[config.mk]
export PLATFORM = sky130hd
export DESIGN_NAME = ann_controller
export DESIGN_NICKNAME = d
export VERILOG_FILES = /design/src/rtl/ann_controller.sv
export SDC_FILE = /design/constraint.sdc
export NUM_CORES = 1
export LEC_CHECK = 0
export ABC_AREA = 1
export CORE_MARGIN = 5
export CORE_UTILIZATION = 48
export DETAILED_ROUTE_END_ITERATION = 12
export GPL_ROUTABILITY_DRIVEN = 0
export PLACE_DENSITY = 0.78
export RECOVER_POWER = 25
export SETUP_SLACK_MARGIN = 0.02
export SLEW_MARGIN = 5
export SYNTH_ARGS = -nofsm -noshare
export SYNTH_HDL_FRONTEND = slang
export SYNTH_SLANG_ARGS = --single-unit
[constraint.sdc]
create_clock -name clk_i -period 1.8 [get_ports clk_i]
set_input_delay 0.45 -clock clk_i [delete_from_list [all_inputs] [get_ports clk_i]]
set_output_delay 0.45 -clock clk_i [all_outputs]
set_load 0.1 [all_outputs]
[src/rtl/ann_controller.sv]
// Sequencer for the two-layer ANN datapath: walks groups x input chunks per layer,
// pulses neuron clear/start, waits on the finish handshake and loads result registers.
module ann_controller #(
  parameter int L0_GROUPS = 4,
  parameter int L0_LEVELS = 8,
  parameter int L1_GROUPS = 2,
  parameter int L1_LEVELS = 4,
  localparam int GP_W = (L0_GROUPS > 1) ? $clog2(L0_GROUPS) : 1,
  localparam int LV_W = (L0_LEVELS > 1) ? $clog2(L0_LEVELS) : 1
) (
  input  logic                 clk_i,
  input  logic                 rst_i,
  input  logic                 start_i,
  input  logic                 finish_i,
  output logic                 neu_start_o,
  output logic                 neu_rst_o,
  output logic [GP_W-1:0]      gp_o,
  output logic                 layer_o,
  output logic [LV_W-1:0]      level_o,
  output logic [L0_GROUPS-1:0] ld_o,
  output logic [L1_GROUPS-1:0] ld_ans_o,
  output logic                 busy_o,
  output logic                 done_o
);

  typedef enum logic [2:0] {
    S_IDLE, S_CLR, S_FETCH, S_RUN, S_WAIT, S_STORE, S_DONE
  } state_e;

  state_e            state_q, state_d;
  logic [GP_W-1:0]   gp_q, gp_d;
  logic              layer_q, layer_d;
  logic [LV_W-1:0]   level_q, level_d;
  logic [GP_W-1:0]   last_gp;
  logic [LV_W-1:0]   last_lv;

  assign last_gp = layer_q ? GP_W'(L1_GROUPS - 1) : GP_W'(L0_GROUPS - 1);
  assign last_lv = layer_q ? LV_W'(L1_LEVELS - 1) : LV_W'(L0_LEVELS - 1);

  always_ff @(posedge clk_i) begin
    if (rst_i) begin
      state_q <= S_IDLE;
      gp_q    <= '0;
      layer_q <= 1'b0;
      level_q <= '0;
    end else begin
      state_q <= state_d;
      gp_q    <= gp_d;
      layer_q <= layer_d;
      level_q <= level_d;
    end
  end

  // Selects only move on IDLE->CLR, WAIT->FETCH, STORE->CLR and DONE->IDLE,
  // so they stay stable across the whole group they address.
  always_comb begin
    state_d = state_q;
    gp_d    = gp_q;
    layer_d = layer_q;
    level_d = level_q;
    case (state_q)
      S_IDLE: if (start_i) begin
        state_d = S_CLR;
        gp_d    = '0;
        layer_d = 1'b0;
        level_d = '0;
      end
      S_CLR:   state_d = S_FETCH;
      S_FETCH: state_d = S_RUN;
      S_RUN:   state_d = S_WAIT;
      S_WAIT: if (finish_i) begin
        if (level_q != last_lv) begin
          level_d = level_q + 1'b1;
          state_d = S_FETCH;
        end else begin
          state_d = S_STORE;
        end
      end
      S_STORE: begin
        if (gp_q != last_gp) begin
          gp_d    = gp_q + 1'b1;
          level_d = '0;
          state_d = S_CLR;
        end else if (!layer_q) begin
          layer_d = 1'b1;
          gp_d    = '0;
          level_d = '0;
          state_d = S_CLR;
        end else begin
          state_d = S_DONE;
        end
      end
      S_DONE: begin
        state_d = S_IDLE;
        gp_d    = '0;
        layer_d = 1'b0;
        level_d = '0;
      end
      default: state_d = S_IDLE;
    endcase
  end

  always_comb begin
    neu_rst_o   = (state_q == S_CLR);
    neu_start_o = (state_q == S_RUN);
    busy_o      = (state_q != S_IDLE);
    done_o      = (state_q == S_DONE);
    ld_o        = '0;
    ld_ans_o    = '0;
    for (int i = 0; i < L0_GROUPS; i++)
      ld_o[i] = (state_q == S_STORE) && !layer_q && (gp_q == GP_W'(i));
    for (int i = 0; i < L1_GROUPS; i++)
      ld_ans_o[i] = (state_q == S_STORE) && layer_q && (gp_q == GP_W'(i));
  end

  assign gp_o    = gp_q;
  assign layer_o = layer_q;
  assign level_o = level_q;

endmodule

==> results of run 1 <==
[cell families (layout without fill, tap and decap cells)]
kind of cell | count (synthesis) | in the layout | share of synthesized area (%)
and+or+nand+nor | 57 | 57 | 40.59
buffers and inverters | 19 | 46 | 10.61
AOI/OAI and AO/OA | 13 | 13 | 11.36
DFF | 9 | 9 | 26.82
adders and majority gates | 5 | 5 | 9.311
xor gates and xnor gates | 1 | 1 | 1.304
[sequential cells by signal, indices dropped and copies added, names as in the netlist]
name / count
gp_o: 2
layer_o: 1
level_o: 3
state_q: 3
[area by class of cell]
class | count | area [sq um]
inverter | 19 | 76.32
multi-input combinational | 76 | 508.0
tap | 15 | 18.77
clock buffer | 4 | 26.28
timing repair buffer | 23 | 305.3
fill | 66 | 182.7
sequential | 9 | 200.2
[where the power goes]
part | internal [mW] | switching [mW] | leakage (nW)
clock | 0.0849 | 0.0626 | 0.0150
sequential | 0.215 | 0.0263 | 0.0780
combinational | 0.0935 | 0.244 | 0.392
[worst register-to-register path, cell delays in order, from the launching register on]
cell,delay (ns)
dfxtp_4,0.37
nor2_2,0.26
nand2_2,0.13
nand3_1,0.10
nand2_1,0.09
inv_2,0.06
nand2_1,0.09
nand2_1,0.14
nor2_2,0.06
[metal layers]
metal  track usage (%)  wire, microns
met5                 0              0
met4             7.735             52
met3             3.383            133
met2             35.29           1092
met1             23.23            786
[what timing repair did]
item                       4_1_cts  5_1_grt
resized for setup                5        6
setup buffers                    1        1
pin swaps                        0        2
setup endpoints to repair        6        6
[stage by stage]
stage | hold WS [ns] | instance area, sq um | setup TNS [ns] | total power [mW] | setup slack [ns]
after global placement | 0.4983 | 1142 | 0 | 0.5954 | 0.1723
after detailed placement | 0.5141 | 1142 | 0 | 0.6032 | 0.1461
final | 0.5028 | 1135 | 0 | 0.7268 | 0.06783
after floorplan | 0.5094 | 758.2 | 0 | 0.4826 | 0.02547
after CTS | 0.5302 | 1189 | 0 | 0.7583 | 0.03167
after global routing | 0.5353 | 1135 | -0.01170 | 0.7737 | -0.009692
[cells in the mapped netlist, drive strengths merged]
master / count
nand3: 7
nor2: 17
nand3b: 3
ha: 5
nor3: 4
nand2: 26
xnor2: 1
dfxtp: 9
inv: 19
o21ai: 4
a21oi: 8
o221ai: 1
[final timing paths]
check	from	endpoint	slack (ns)	cells past startpoint
worst max-delay path	gp_o[1]$_SDFFE_PP0P_	ld_o[1]	0.07	5
worst min-delay path	level_o[0]$_SDFFE_PP0P_	level_o[0]$_SDFFE_PP0P_	0.50	2
worst max register to register	state_q[1]$_SDFFE_PP0P_	level_o[1]$_SDFFE_PP0P_	0.40	8
worst min register to register	level_o[0]$_SDFFE_PP0P_	level_o[0]$_SDFFE_PP0P_	0.50	2
==> results.py, run 1 <==
metrics = {
    "floorplanning": {
        "coreArea_sq_um": 1318,
        "fp.dieArea_sq_um": 2248,
        "row_count": 13,
        "initial_core_util_pct": 51.00,
        "io_pins": 20,
        "fp.dieW_microns": 47.42,
        "die-height_microns": 47.42,
    },
    "routing": {
        "drt-total-wl_mm": 2.064,
        "route.detailed.drc": 0,
        "antenna_left": 0,
        "drt_iter0_markers": 20,
        "wl_per_cell_microns": 14.14,
        "firstDrtPassIters": 4,
        "via_per_inst": 5.308,
        "vias": 775,
    },
    "sta": {
        "fin_crit_sh_pct": 96.23,
        "slew_viol_final": 0,
        "finalSetupViolCount": 0,
        "fin_crit_ns": 1.732,
        "hold_viol_final": 0,
        "relSlewSlack_pct": 63.93,
        "tightestPinTransition_ns": 0.5434,
        "grt_setup_unrepaired": "yes",
        "fin_worst_skew_ns": 0.002623,
        "max_freq_mhz": 577.3,
    },
    "grt": {
        "grt_overflow": 0,
        "grt_pass1_wl_mm": 3.174,
        "grt_max_degree": 9,
        "antenna_found_initial": 0,
        "grt_pass1_vias": 758,
        "grtUsageTotal_pct": 19.77,
    },
    "worst_setup_path": {
        "crit_slowest_cell": "dfxtp_4",
        "start_kind": "flip-flop",
        "critPathMaxFanout": 7,
        "cp_top_family": "flip-flops",
        "end_kind": "output pin",
        "cp_cell_sequence": "inv_2 -> ha_1 -> inv_1 -> nor2_4 -> buf_12",
        "cp_data_arrival_time_ns": 1.28,
        "crit_buf_inv": 3,
        "cp.required_ns": 1.35,
        "max_stage_delay_ns": 0.37,
        "critPathKind": "flip-flop to output pin",
    },
    "yosys": {
        "synthCells": 104,
        "syn_area_sq_um": 671.9,
        "ys_ff_latch": 9,
        "yosysSeqAreaShare_pct": 26.82,
        "synth_cell_types": 19,
        "synthTopCellsByArea": "dfxtp_1 (27%), nand2_1 (13%), ha_1 (9.3%), inv_1 (8.9%), nor2_1 (6.7%)",
        "yosys_warnings": 0,
        "synth_nets": 113,
        "synth_top_area_share_pct": 26.82,
        "postSynthAreaPerCell_sq_um": 6.461,
        "synth_top_area_cell": "dfxtp_1",
    },
    "clocking": {
        "cts_max_path_buffers": 2,
        "cts_sinks": 9,
        "clk_latency_ns": 0.25,
        "clk_pin_slew_ns": 0.06,
        "hold_buffers": 0,
        "root_buffer": "clkbuf_4",
        "h-tree-depth": 1,
        "cts_tree": "done",
        "numCtsBuffers": 3,
    },
    "final_layout": {
        "fin_util_pct": 86.13,
        "area.growth.synth_to_final_pct": 68.90,
        "nets": 141,
        "final_common_cell": "nand2_1",
        "final_cell_mix": "nand2_1 (20), inv_1 (11), buf_12 (11)",
        "insertedDiodeCount": 0,
        "instances_no_fill": 146,
        "layout-drive-gt1-share_pct": 47.33,
    },
    "outcome": {
        "outcome": "finished clean",
    },
    "placed_design": {
        "dp_cells": 140,
        "port_buffers": 19,
        "dp_hpwl_mm": 1.474,
    },
    "power_and_ir_drop": {
        "powerDensity_nw_per_um2": 640.4,
        "static-leakage-power_nw": 0.4852,
        "vdd_ir_drop_max_uv": 618.0,
    },
    "hold_path": {
        "hold_class": "flip-flop to flip-flop",
    },
    "job": {
        "drv_cap": 0,
    },
}
Note: power is estimated with default switching activity, not from simulation.
==> inputs of run 2 (changes only) <==
--- a/config.mk
+++ b/config.mk
@@ -6,8 +6,9 @@
 export NUM_CORES = 1
 export LEC_CHECK = 0
 export ABC_AREA = 1
-export CORE_MARGIN = 5
+export CORE_MARGIN = 4
 export CORE_UTILIZATION = 48
+export CTS_CLUSTER_SIZE = 12
 export DETAILED_ROUTE_END_ITERATION = 12
 export GPL_ROUTABILITY_DRIVEN = 0
 export PLACE_DENSITY = 0.78
==> results.py, run 2 (same netlist as run 1, synthesis figures left out) <==
metrics = {
    "outcome": {
        "outcome": "finished clean",
    },
    "power_and_ir_drop": {
        "switching_power_uw": 355.9,
        "powerDensity_nw_per_um2": 649.7,
        "internal_power_uw": 392.0,
        "pwr-share-seq_pct": 32.7,
        "vdd_ir_drop_max_uv": 573.6,
        "static-leakage-power_nw": 0.5031,
        "clkPwrFrac_pct": 21.8,
        "p_sw_share_pct": 47.58,
        "p_comb_share_pct": 45.6,
        "power_uw": 747.9,
    },
    "final_layout": {
        "area.growth.synth_to_final_pct": 71.32,
        "nets": 142,
        "fin_util_pct": 87.37,
        "final_common_cell": "nand2_1",
        "instances_no_fill": 147,
        "insertedDiodeCount": 0,
        "final_cell_mix": "nand2_1 (20), inv_1 (11), buf_12 (11)",
        "layout-drive-gt1-share_pct": 46.97,
        "fin_area_sq_um": 1151,
    },
    "sta": {
        "slew_viol_final": 0,
        "holdWs_ns": 0.5203,
        "hold_viol_final": 0,
        "fin_crit_sh_pct": 97.50,
        "fin_tns_setup_ns": 0,
        "fin_worst_skew_ns": 0.004456,
        "grt_setup_unrepaired": "yes",
        "relSlewSlack_pct": 63.67,
        "setup_slack_ns": 0.04495,
        "max_freq_mhz": 569.8,
        "fin_crit_ns": 1.755,
        "tightestPinTransition_ns": 0.5472,
        "finalSetupViolCount": 0,
    },
    "placed_design": {
        "dp_hpwl_mm": 1.454,
        "pre_cts_ws_ns": 0.1462,
        "dp_cells": 139,
        "port_buffers": 19,
        "placed_cell_area_sq_um": 1135,
    },
    "floorplanning": {
        "io_pins": 20,
        "fp.dieArea_sq_um": 2063,
        "fp.dieW_microns": 45.42,
        "die-height_microns": 45.42,
        "coreArea_sq_um": 1318,
        "initial_core_util_pct": 51.00,
        "row_count": 13,
    },
    "clocking": {
        "clk_latency_ns": 0.26,
        "numCtsBuffers": 3,
        "cts_sinks": 9,
        "hold_buffers": 0,
        "clk_pin_slew_ns": 0.07,
        "cts_max_path_buffers": 2,
        "h-tree-depth": 1,
        "root_buffer": "clkbuf_4",
        "cts_tree": "done",
    },
    "routing": {
        "firstDrtPassIters": 4,
        "drt_iter0_markers": 30,
        "vias": 843,
        "wl_per_cell_microns": 16.20,
        "antenna_left": 0,
        "route.detailed.drc": 0,
        "drt-total-wl_mm": 2.382,
        "via_per_inst": 5.735,
    },
    "worst_setup_path": {
        "reg2reg_to": "layer_o$_SDFFE_PP0P_",
        "cp.required_ns": 1.35,
        "max_stage_delay_ns": 0.43,
        "start_kind": "flip-flop",
        "cp_data_arrival_time_ns": 1.31,
        "critPathMaxFanout": 7,
        "cp_cell_sequence": "nand3_4 -> inv_6 -> nand2_4 -> nor2_4 -> buf_12",
        "end_kind": "output pin",
        "r2r_cells": 6,
        "rrSetupSlack_ns": 0.37,
        "critPathKind": "flip-flop to output pin",
        "crit_slowest_cell": "dfxtp_4",
        "r2r_start": "state_q[1]$_SDFFE_PP0P_",
    },
    "grt": {
        "grt_pass1_vias": 790,
        "grt_overflow": 0,
        "antenna_found_initial": 0,
        "grt_max_degree": 9,
        "grt_pass1_wl_mm": 3.298,
        "grtUsageTotal_pct": 22.04,
    },
    "job": {
        "drv_cap": 0,
    },
    "hold_path": {
        "hold_path_depth": 2,
        "hold_class": "flip-flop to flip-flop",
        "hold_start": "level_o[0]$_SDFFE_PP0P_",
        "holdPathEnd": "level_o[0]$_SDFFE_PP0P_",
    },
}
## run 2: changes by cell type in the layout (fill, tap and decap cells not counted), sizes merged
| cell | before | now |
|---|---|---|
| buf | 15 | 16 |
## run 2: worst max path at each step
stage                                 start     endpoint  slack [ns]
global placement    state_q[1]$_SDFFE_PP0P_      ld_o[3]        0.18
CTS                    gp_o[0]$_SDFFE_PP0P_  ld_ans_o[0]        0.02
floorplan           state_q[1]$_SDFFE_PP0P_  neu_start_o        0.03
finish              state_q[2]$_SDFFE_PP0P_  ld_ans_o[1]        0.04
detailed placement  state_q[1]$_SDFFE_PP0P_      ld_o[3]        0.15
global route           gp_o[0]$_SDFFE_PP0P_      ld_o[2]     -0.0009
## run 2: layout make-up
class | count | area [sq um]
multi-input combinational | 76 | 513.0
timing repair buffer | 24 | 312.8
sequential | 9 | 201.4
fill | 57 | 166.4
inverter | 19 | 78.83
clock buffer | 4 | 26.28
tap | 15 | 18.77
## run 2: per-layer routing
metal  wire length (microns)  vias up  global-route usage [%]
met5                       0        -                       0
met4                     101        0                   9.942
met3                     131       16                   4.743
li1                        -      384                       -
met1                     922      401                   26.92
met2                    1227       42                   36.49
## run 2: power groups by stage
stage	Clock, mW	Combinational (mW)	Sequential (mW)
4_1_cts	0.161	0.357	0.245
3_5_place_dp	0	0.353	0.248
3_3_place_gp	0	0.346	0.248
6_report	0.163	0.341	0.244
5_1_grt	0.175	0.358	0.247
2_1_floorplan	0	0.175	0.308
## run 2: worst max-delay path, delay by kind of cell, from the launching register on
| kind | cells | cell delay [ns] |
|---|---|---|
| AND/OR/NAND/NOR | 3 | 0.33 |
| flip-flops | 1 | 0.43 |
| buffers and inverters | 2 | 0.29 |
## run 2: what timing repair did
action,in CTS,in global routing
endpoints found under the setup margin,6,6
gates cloned,0,0
setup buffers,1,3
resized for setup,6,8
pin swaps,0,2
